<file path="config.mk">
export PLATFORM = sky130hd
export DESIGN_NAME = weight_buffer_loader_flat
export DESIGN_NICKNAME = d
export VERILOG_FILES = /design/src/rtl/weight_buffer_loader_if.sv /design/src/rtl/weight_buffer_loader.sv /design/src/flat_wrapper.sv
export SDC_FILE = /design/constraint.sdc
export NUM_CORES = 2
export LEC_CHECK = 0
export CAP_MARGIN = 10
export CORE_UTILIZATION = 30
export DETAILED_ROUTE_END_ITERATION = 8
export PLACE_DENSITY = 0.44
export RECOVER_POWER = 50
export SETUP_SLACK_MARGIN = 0.15
export SLEW_MARGIN = 40
export SYNTH_ARGS = -nofsm -noshare
export SYNTH_HDL_FRONTEND = slang
export SYNTH_SLANG_ARGS = --single-unit
</file>
<file path="constraint.sdc">
create_clock -name clk -period 8.6 [get_ports clk]
set_clock_uncertainty 0.05 [all_clocks]
set_input_delay 0.86 -clock clk [delete_from_list [all_inputs] [get_ports clk]]
set_output_delay 0.86 -clock clk [all_outputs]
set_load 0.01 [all_outputs]
</file>
<file path="src/rtl/weight_buffer_loader_if.sv">
// Weight-load bus: controller enables, DMA beat stream in, weight rows out to the array.
// Pure signal bundle. No latency. tready/tvalid handshake on the DMA side; rows are pushed with no backpressure.
interface weight_buffer_loader_if #(
    parameter int ARRAY_ROWS = 12,
    parameter int ARRAY_COLS = 16,
    parameter int DATA_W     = 8,
    parameter int DMA_W      = 64
);
    localparam int ROW_W = ARRAY_COLS * DATA_W;
    localparam int IDX_W = (ARRAY_ROWS > 1) ? $clog2(ARRAY_ROWS) : 1;

    logic             ctrl_weight_dma_req;
    logic             ctrl_weight_load_en;
    logic [DMA_W-1:0] s_axis_tdata;
    logic             s_axis_tvalid;
    logic             s_axis_tready;
    logic [ROW_W-1:0] w_row_data;
    logic             w_row_valid;
    logic [IDX_W-1:0] w_row_idx;
    logic             buf_full;
    logic             w_load_done;
    logic             err_underrun;

    modport master (
        output ctrl_weight_dma_req, ctrl_weight_load_en, s_axis_tdata, s_axis_tvalid,
        input  s_axis_tready, w_row_data, w_row_valid, w_row_idx, buf_full, w_load_done, err_underrun
    );

    modport slave (
        input  ctrl_weight_dma_req, ctrl_weight_load_en, s_axis_tdata, s_axis_tvalid,
        output s_axis_tready, w_row_data, w_row_valid, w_row_idx, buf_full, w_load_done, err_underrun
    );
endinterface

</file>
<file path="src/rtl/weight_buffer_loader.sv">
// Buffers DMA weight beats into rows, then replays rows top-down into the array's shift chain.
// Rows appear 1 cycle after a load_en sample; tready is combinational and drops once the buffer holds all beats.
module weight_buffer_loader #(
    parameter int ARRAY_ROWS = 12,
    parameter int ARRAY_COLS = 16,
    parameter int DATA_W     = 8,
    parameter int DMA_W      = 64
) (
    input logic                  clk,
    input logic                  rst_n,
    weight_buffer_loader_if.slave bus
);
    localparam int ROW_W = ARRAY_COLS * DATA_W;
    localparam int BPR   = ROW_W / DMA_W;
    localparam int IDX_W = (ARRAY_ROWS > 1) ? $clog2(ARRAY_ROWS) : 1;
    localparam int SL_W  = (BPR > 1) ? $clog2(BPR) : 1;

    localparam logic [1:0] IDLE  = 2'd0;
    localparam logic [1:0] FILL  = 2'd1;
    localparam logic [1:0] READY = 2'd2;
    localparam logic [1:0] LOAD  = 2'd3;

    localparam logic [IDX_W-1:0] LAST_ROW = IDX_W'(ARRAY_ROWS - 1);
    localparam logic [SL_W-1:0]  LAST_SL  = SL_W'(BPR - 1);

    logic [1:0]       state_q, state_d;
    logic [IDX_W-1:0] wr_row_q, wr_row_d;
    logic [SL_W-1:0]  wr_sl_q, wr_sl_d;
    logic [IDX_W-1:0] rd_idx_q, rd_idx_d;
    logic [IDX_W-1:0] row_idx_q, row_idx_d;
    logic [ROW_W-1:0] row_dat_q, row_dat_d;
    logic             row_vld_q, row_vld_d;
    logic             buf_full_q, buf_full_d;
    logic             err_q, err_d;
    logic             done_q, done_d;

    logic [ROW_W-1:0] mem [ARRAY_ROWS];

    logic             beat_acc;
    logic             present;
    logic [IDX_W-1:0] beat_row;
    logic [SL_W-1:0]  beat_sl;
    logic [IDX_W-1:0] pres_idx;

    // IDLE accepts too, so a back-to-back controller schedule of TOTAL dma_req cycles fills completely.
    assign bus.s_axis_tready = bus.ctrl_weight_dma_req && ((state_q == IDLE) || (state_q == FILL));
    assign beat_acc = bus.s_axis_tready && bus.s_axis_tvalid;
    assign beat_row = (state_q == IDLE) ? '0 : wr_row_q;
    assign beat_sl  = (state_q == IDLE) ? '0 : wr_sl_q;
    assign pres_idx = (state_q == READY) ? LAST_ROW : rd_idx_q;
    assign present  = bus.ctrl_weight_load_en && ((state_q == READY) || (state_q == LOAD));

    always_comb begin
        state_d    = state_q;
        wr_row_d   = wr_row_q;
        wr_sl_d    = wr_sl_q;
        rd_idx_d   = rd_idx_q;
        row_idx_d  = row_idx_q;
        row_dat_d  = row_dat_q;
        row_vld_d  = 1'b0;
        buf_full_d = buf_full_q;
        err_d      = err_q;
        done_d     = row_vld_q && (row_idx_q == '0);
        if (done_d) buf_full_d = 1'b0;

        case (state_q)
            IDLE: if (bus.ctrl_weight_dma_req) begin
                state_d    = FILL;
                err_d      = 1'b0;
                buf_full_d = 1'b0;
                wr_row_d   = '0;
                wr_sl_d    = '0;
            end
            FILL: if (bus.ctrl_weight_load_en) err_d = 1'b1;
            default: ;
        endcase

        if (beat_acc) begin
            if (beat_sl == LAST_SL) begin
                wr_sl_d  = '0;
                wr_row_d = beat_row + 1'b1;
                if (beat_row == LAST_ROW) begin
                    state_d    = READY;
                    buf_full_d = 1'b1;
                end
            end else begin
                wr_sl_d  = beat_sl + 1'b1;
                wr_row_d = beat_row;
            end
        end

        if (present) begin
            row_vld_d = 1'b1;
            row_idx_d = pres_idx;
            row_dat_d = mem[pres_idx];
            if (pres_idx == '0) begin
                state_d = IDLE;
            end else begin
                state_d  = LOAD;
                rd_idx_d = pres_idx - 1'b1;
            end
        end
    end

    always_ff @(posedge clk) begin
        if (beat_acc) begin
            for (int s = 0; s < BPR; s++) begin
                if (beat_sl == SL_W'(s)) mem[beat_row][s*DMA_W +: DMA_W] <= bus.s_axis_tdata;
            end
        end
    end

    always_ff @(posedge clk or negedge rst_n) begin
        if (!rst_n) begin
            state_q    <= IDLE;
            wr_row_q   <= '0;
            wr_sl_q    <= '0;
            rd_idx_q   <= '0;
            row_idx_q  <= '0;
            row_dat_q  <= '0;
            row_vld_q  <= 1'b0;
            buf_full_q <= 1'b0;
            err_q      <= 1'b0;
            done_q     <= 1'b0;
        end else begin
            state_q    <= state_d;
            wr_row_q   <= wr_row_d;
            wr_sl_q    <= wr_sl_d;
            rd_idx_q   <= rd_idx_d;
            row_idx_q  <= row_idx_d;
            row_dat_q  <= row_dat_d;
            row_vld_q  <= row_vld_d;
            buf_full_q <= buf_full_d;
            err_q      <= err_d;
            done_q     <= done_d;
        end
    end

    assign bus.w_row_data   = row_dat_q;
    assign bus.w_row_valid  = row_vld_q;
    assign bus.w_row_idx    = row_idx_q;
    assign bus.buf_full     = buf_full_q;
    assign bus.w_load_done  = done_q;
    assign bus.err_underrun = err_q;
endmodule

</file>
<file path="src/flat_wrapper.sv">
// flat-port wrapper written by rule: the top's interface ports become plain ports
module weight_buffer_loader_flat 
#(
    parameter int ARRAY_ROWS = 12,
    parameter int ARRAY_COLS = 16,
    parameter int DATA_W     = 8,
    parameter int DMA_W      = 64
)
  (clk, rst_n, bus_ctrl_weight_dma_req, bus_ctrl_weight_load_en, bus_s_axis_tdata, bus_s_axis_tvalid, bus_s_axis_tready, bus_w_row_data, bus_w_row_valid, bus_w_row_idx, bus_buf_full, bus_w_load_done, bus_err_underrun);
  weight_buffer_loader_if #(.ARRAY_ROWS(ARRAY_ROWS), .ARRAY_COLS(ARRAY_COLS), .DATA_W(DATA_W), .DMA_W(DMA_W)) bus_i ();
  input logic clk;
  input logic rst_n;
  input wire logic [$bits(bus_i.ctrl_weight_dma_req)-1:0] bus_ctrl_weight_dma_req;
  input wire logic [$bits(bus_i.ctrl_weight_load_en)-1:0] bus_ctrl_weight_load_en;
  input wire logic [$bits(bus_i.s_axis_tdata)-1:0] bus_s_axis_tdata;
  input wire logic [$bits(bus_i.s_axis_tvalid)-1:0] bus_s_axis_tvalid;
  output wire logic [$bits(bus_i.s_axis_tready)-1:0] bus_s_axis_tready;
  output wire logic [$bits(bus_i.w_row_data)-1:0] bus_w_row_data;
  output wire logic [$bits(bus_i.w_row_valid)-1:0] bus_w_row_valid;
  output wire logic [$bits(bus_i.w_row_idx)-1:0] bus_w_row_idx;
  output wire logic [$bits(bus_i.buf_full)-1:0] bus_buf_full;
  output wire logic [$bits(bus_i.w_load_done)-1:0] bus_w_load_done;
  output wire logic [$bits(bus_i.err_underrun)-1:0] bus_err_underrun;
  assign bus_i.ctrl_weight_dma_req = bus_ctrl_weight_dma_req;
  assign bus_i.ctrl_weight_load_en = bus_ctrl_weight_load_en;
  assign bus_i.s_axis_tdata = bus_s_axis_tdata;
  assign bus_i.s_axis_tvalid = bus_s_axis_tvalid;
  assign bus_s_axis_tready = bus_i.s_axis_tready;
  assign bus_w_row_data = bus_i.w_row_data;
  assign bus_w_row_valid = bus_i.w_row_valid;
  assign bus_w_row_idx = bus_i.w_row_idx;
  assign bus_buf_full = bus_i.buf_full;
  assign bus_w_load_done = bus_i.w_load_done;
  assign bus_err_underrun = bus_i.err_underrun;
  weight_buffer_loader #(.ARRAY_ROWS(ARRAY_ROWS), .ARRAY_COLS(ARRAY_COLS), .DATA_W(DATA_W), .DMA_W(DMA_W)) u_core (.clk(clk), .rst_n(rst_n), .bus(bus_i));
endmodule
</file>
Yosys cells after proc, flatten, opt, wreduce, memory -nomap -nowiden
Memories as Yosys holds them, arrays and structs flattened. A register that Yosys moved wholly into a read port is not among the register bits.
Cells that the tools add are included.
{"block": "word_totals", "wordCells": 69, "reg_bits": 19, "output_inout_bits": 137, "ramBits": 1536, "memories": 1, "inputBits": 69}
{"memory": "u_core.mem", "depth": 12, "word_bits": 128, "read_ports": 1, "rd_ports_with_merged_regs": 1, "write_ports": 1, "line": "weight_buffer_loader.sv:37", "rtl": "logic [ROW_W-1:0] mem [ARRAY_ROWS];"}
{"block": "op_classes", "bitwise_logic": 1, "eq_ne": 6, "add_sub_neg": 3, "reduce_logical": 16, "muxes": 33}
{"op": "4-bit two-way mux", "n": 6}
{"op": "1-bit two-way mux", "n": 19}
{"op": "2-bit two-way mux", "n": 7}
{"op": "4-bit zero test", "n": 2}
{"op": "2-bit nonzero test", "n": 3}
{"op": "4-bit by 1-bit adder with 4-bit output (second input constant)", "n": 1}
{"op": "2-bit equality test (second input constant)", "n": 2}
{"op": "4-bit equality test (second input constant)", "n": 1}
{"op": "1-bit logical AND", "n": 4}
{"op": "2-bit inequality test (second input constant)", "n": 2}
{"op": "2-bit AND reduction", "n": 2}
{"op": "4-bit by 1-bit subtractor with 4-bit output (second input constant)", "n": 1}
{"op": "3-bit AND reduction", "n": 1}
{"op": "2-bit by 1-bit equality test with 1-bit output (second input constant)", "n": 1}
{"op": "2-bit zero test", "n": 1}
{"op": "1-bit logical OR", "n": 2}
{"op": "1-bit one-hot mux with 2 select lines", "n": 1}
{"op": "1-bit adder (second input constant)", "n": 1}
{"op": "1-bit zero test", "n": 1}
{"op": "1-bit inverter", "n": 1}

Longest topological paths before layout
{"block": "logic_depth", "depth_word": 8, "ltp_mapped": 11, "depth_no_buf": 8}

Worst setup path after synthesis
Ideal clock, no wire load.
{"block": "synth_path", "path_kind": "input to register", "start": "input port bus_ctrl_weight_dma_req", "end": "memory u_core.mem[0][100] (netlist bit), enable pin", "required_ps": 8121, "arrival_time_ps": 3030, "cell_stages": 5, "n_path_buf": 0, "setup_time_ps": 429, "setup_slack_ps": 5092, "cell_sequence": "nand2_1 > inv_1 > nand4_1 > nor3_1 > and2_1"}
{"block": "synth_between", "elab_chain_cells": 4}
{"element": "start, declared", "line": "flat_wrapper.sv:13", "rtl": "input wire logic [$bits(bus_i.ctrl_weight_dma_req)-1:0] bus_ctrl_weight_dma_req;"}
{"element": "1-bit logical AND", "line": "weight_buffer_loader.sv:46", "rtl": "assign bus.s_axis_tready = bus.ctrl_weight_dma_req && ((state_q == IDLE) || (state_q == FILL));"}
{"element": "named net bus_s_axis_tready", "line": "flat_wrapper.sv:17", "rtl": "output wire logic [$bits(bus_i.s_axis_tready)-1:0] bus_s_axis_tready;"}
{"element": "1-bit logical AND", "line": "weight_buffer_loader.sv:47", "rtl": "assign beat_acc = bus.s_axis_tready && bus.s_axis_tvalid;"}
{"element": "1-bit two-way mux", "line": "weight_buffer_loader.sv:106", "rtl": "if (beat_acc) begin"}
{"element": "1-bit two-way mux (not written as such)", "line": "weight_buffer_loader.sv:108", "rtl": "if (beat_sl == SL_W'(s)) mem[beat_row][s*DMA_W +: DMA_W] <= bus.s_axis_tdata;"}
{"element": "end, declared", "line": "weight_buffer_loader.sv:37"}
The timed path passes the listed nets, and every way through them passes these cells.

Final worst setup path
{"block": "layout_path", "start": "input port bus_ctrl_weight_load_en", "end": "register u_core.row_dat_q[105] (netlist: u_core.bus.w_row_data[105]), read port of u_core.mem"}
{"block": "layout_between", "elab_chain_cells": 1}
{"element": "start, declared", "line": "flat_wrapper.sv:14", "rtl": "input wire logic [$bits(bus_i.ctrl_weight_load_en)-1:0] bus_ctrl_weight_load_en;"}
{"element": "1-bit logical AND", "line": "weight_buffer_loader.sv:51", "rtl": "assign present = bus.ctrl_weight_load_en && ((state_q == READY) || (state_q == LOAD));"}
{"element": "end, declared", "line": "weight_buffer_loader.sv:31", "rtl": "logic [ROW_W-1:0] row_dat_q, row_dat_d;"}
No other way between the ends.
A chain may end at the register's enable or synchronous reset.

==> results.toml <==
[placement]
place_congestion = 0.709
portBuffers = 205
hpwl_um = 108000

[clock_network]
numCtsBuffers = 184
post-cts-setup-buffer-count = 0
clkTransAtPathRegs_ns = 0.06
clock_sinks = 1683
clockBufferDepth = 3
cts-htree-levels = 4
clkLatencyLatePin_ns = 0.83
cts_hold_buf = 1
ctsResizeCount = 0
cts_root_buffer = "clkbuf_16"
cts_tree = "built"

[logic_synthesis]
synth_cell_types = 42
synth_fp_nets = 4239
yosysWarnings = 0
syn_area_per_cell_um2 = 16.0
seq_area_frac_synth_pct = 74.9
syn-cell-area_um2 = 66500
ys_seq_elements = 1683
netlist_instances = 4164

[setup_path]
critPathKind = "in2reg"
cpPeakStageDelay_ns = 2.32
cp.required_ns = 9.26
worstPathArrival_ns = 5.74
endpoint_kind = "register"
path_cells = "clkdlybuf4s50_1, nand2_1, clkbuf_1, a2bb2oi_1, o31ai_1"
cp_num_buf_inv = 2
critPathSlowestCell = "clkbuf_1"
crit_path_start_kind = "input port"
path_delay_family = "buffers and inverters"
path_max_fanout = 41

[global_route]
grt_pass1_vias = 39200
grt_start_max_net_pins = 127
grt-ovfl-total = 0
antenna_found_initial = 4
grt_first_pass_wirelength_um = 297000
grt_usage_pct = 18.4

[final_layout]
seqCellArea_um2 = 49800
utilization_pct = 35.3
multiInputGateArea_um2 = 15400
fill_cells = 21000
area_delta_synth_final_pct = 16.6
fin_nets = 4388
drive_gt1_share_pct = 14.5
final_cell_mix = "edfxtp_1, nand2_1, o21ai_0"
final_common_cell = "edfxtp_1"

[floorplan]
die-area_um2 = 223000
die_w_um = 473
core.rowCount = 172
die_y_um = 473
core_area_um2 = 220000
io_pins = 206
start_util_pct = 30.2

[routing]
drt_wl_total_um = 208000
dr.pass1.iters = 5
drt_iter0_drc = 2921
ant_nets = 0
post-route-drc-count = 0
wl_per_cell_um = 27.9
routed_via_density = 5.14
vias = 38200

[timing]
max_slew_margin_pct = -154
rsz0062_at_grt = "false"
finalMaxSlewViolations = 177
setup_violations = 0
fin_crit_sh_pct = 59.1
finalHoldViolCount = 0
period_needed_ns = 5.08
setup_tns_ns = 0
worst_pin_slew_ns = 3.81
fmax_mhz = 197

[power]
p_leak_nw = 24.9
p_per_area_nw_per_um2 = 303
ir_worst_vdd_v = 0.000247

[run_status]
failed_checks = "capacitance limit, slew limit"
run_status = "finished with violations"

[run]
maxCapViolations = 6

[worst_hold_path]
hold_class = "reg2reg"
[stage by stage]
stage	worst slack [ns]	cell area [um2]	hold WS, ns	instances	power (mW)
6_report	3.52	77500	0.447	7434	23.5
5_1_grt	3.37	77500	0.469	7432	24.5
4_1_cts	4.17	77700	0.384	7428	23.8
3_5_place_dp	4.19	71800	0.440	7082	16.1
3_3_place_gp	4.13	71600	0.433	7066	16.0
2_1_floorplan	5.09	66500	0.447	4164	13.4
[power by group]
group / leakage, nW / total [mW] / switching, mW / internal, mW
clock: 2.85 / 7.70 / 3.35 / 4.35
sequential: 15.7 / 9.92 / 0.491 / 9.43
combinational: 6.30 / 5.87 / 3.58 / 2.28
[cell families (layout without fill, tap and decap cells)]
kind of cell | after synthesis | in the layout | share of synthesized area, %
and+or+nand+nor | 453 | 453 | 2.75
muxes | 386 | 386 | 6.30
buffers and inverters | 326 | 634 | 2.08
AOI/OAI and AO/OA | 1309 | 1309 | 13.8
adders and majority gates | 6 | 6 | 0.113
other | 0 | 4 | 0
DFF | 1683 | 1683 | 74.9
xor gates and xnor gates | 1 | 1 | 0.0132
[synth_stat cells (all sizes together)]
| library cell | n | area, um2 |
|---|---|---|
| a22o | 4 | 35.0 |
| nand4 | 1 | 6.26 |
| o21ai | 265 | 1330 |
| edfxtp | 1536 | 46100 |
| mux2i | 128 | 1280 |
| a221o | 128 | 1280 |
| mux2 | 258 | 2910 |
| o31ai | 129 | 988 |
| and2 | 26 | 163 |
| a211oi | 128 | 961 |
| nor4b | 1 | 15.0 |
| dfrtp | 147 | 3680 |
| nor2b | 2 | 12.5 |
| a21oi | 263 | 1320 |
| nand2b | 4 | 32.5 |
| nor3b | 1 | 7.51 |
| xnor2 | 1 | 8.76 |
| nand3 | 2 | 10.0 |
| o21a | 130 | 976 |
| ha | 6 | 75.1 |
| inv | 9 | 33.8 |
| o31a | 1 | 8.76 |
| nor3 | 6 | 30.0 |
| nand2 | 399 | 1500 |
| o22ai | 1 | 6.26 |
| or3 | 1 | 6.26 |
| nor4 | 1 | 6.26 |
| buf | 110 | 571 |
| nor2 | 9 | 41.3 |
| a31oi | 1 | 6.26 |
| o211ai | 128 | 1140 |
| a2bb2oi | 128 | 1120 |
| clkbuf | 207 | 777 |
| a21o | 3 | 22.5 |
[routing by layer]
layer | global-route usage, % | wire length (um) | vias up | share of wire [%]
met5 | 0 | 0 | - | 0
li1 | - | - | 16800 | -
met4 | 4.47 | 4300 | 0 | 2.1
met2 | 31.6 | 103000 | 826 | 50
met1 | 24.4 | 92700 | 20300 | 45
met3 | 2.44 | 7390 | 242 | 3.6
[worst min-delay path: stages (launching register included)]
cell	delay [ns]
dfrtp_1	0.34
a2bb2oi_1	0.07
o31ai_1	0.05
[path summary, 6_finish.rpt]
kind | startpoint | to | slack, ns | cells past startpoint
max in group asynchronous | rst_n | u_core.bus.w_row_data[106] | 4.47 | 2
hold / removal | u_core.bus.w_row_data[33] | u_core.bus.w_row_data[33] | 0.45 | 2
setup reg to reg | u_core.state_q[1] | u_core.bus.w_row_data[105] | 3.59 | 4
setup / recovery | bus_ctrl_weight_load_en | u_core.bus.w_row_data[105] | 3.52 | 5
hold reg to reg | u_core.bus.w_row_data[33] | u_core.bus.w_row_data[33] | 0.45 | 2
min in group asynchronous | rst_n | u_core.bus.w_row_idx[2] | 1.82 | 2
[state kept, by name, indices dropped and copies added, names as in the netlist, 2 cells and up]
register	count
u_core.mem	1536
u_core.bus.w_row_data	128
u_core.bus.w_row_idx	4
u_core.rd_idx_q	4
u_core.wr_row_q	4
u_core.state_q	2
[cell type report]
class,count,share of cell area (%)
tap,2958,4.77
timing repair buffer,280,3.54
clock inverter,75,0.959
sequential,1683,64.2
inverter,9,0.0565
antenna,4,0.0129
clock buffer,270,6.57
multi-input combinational,2155,19.8
Power figures use the tool's default switching activity.
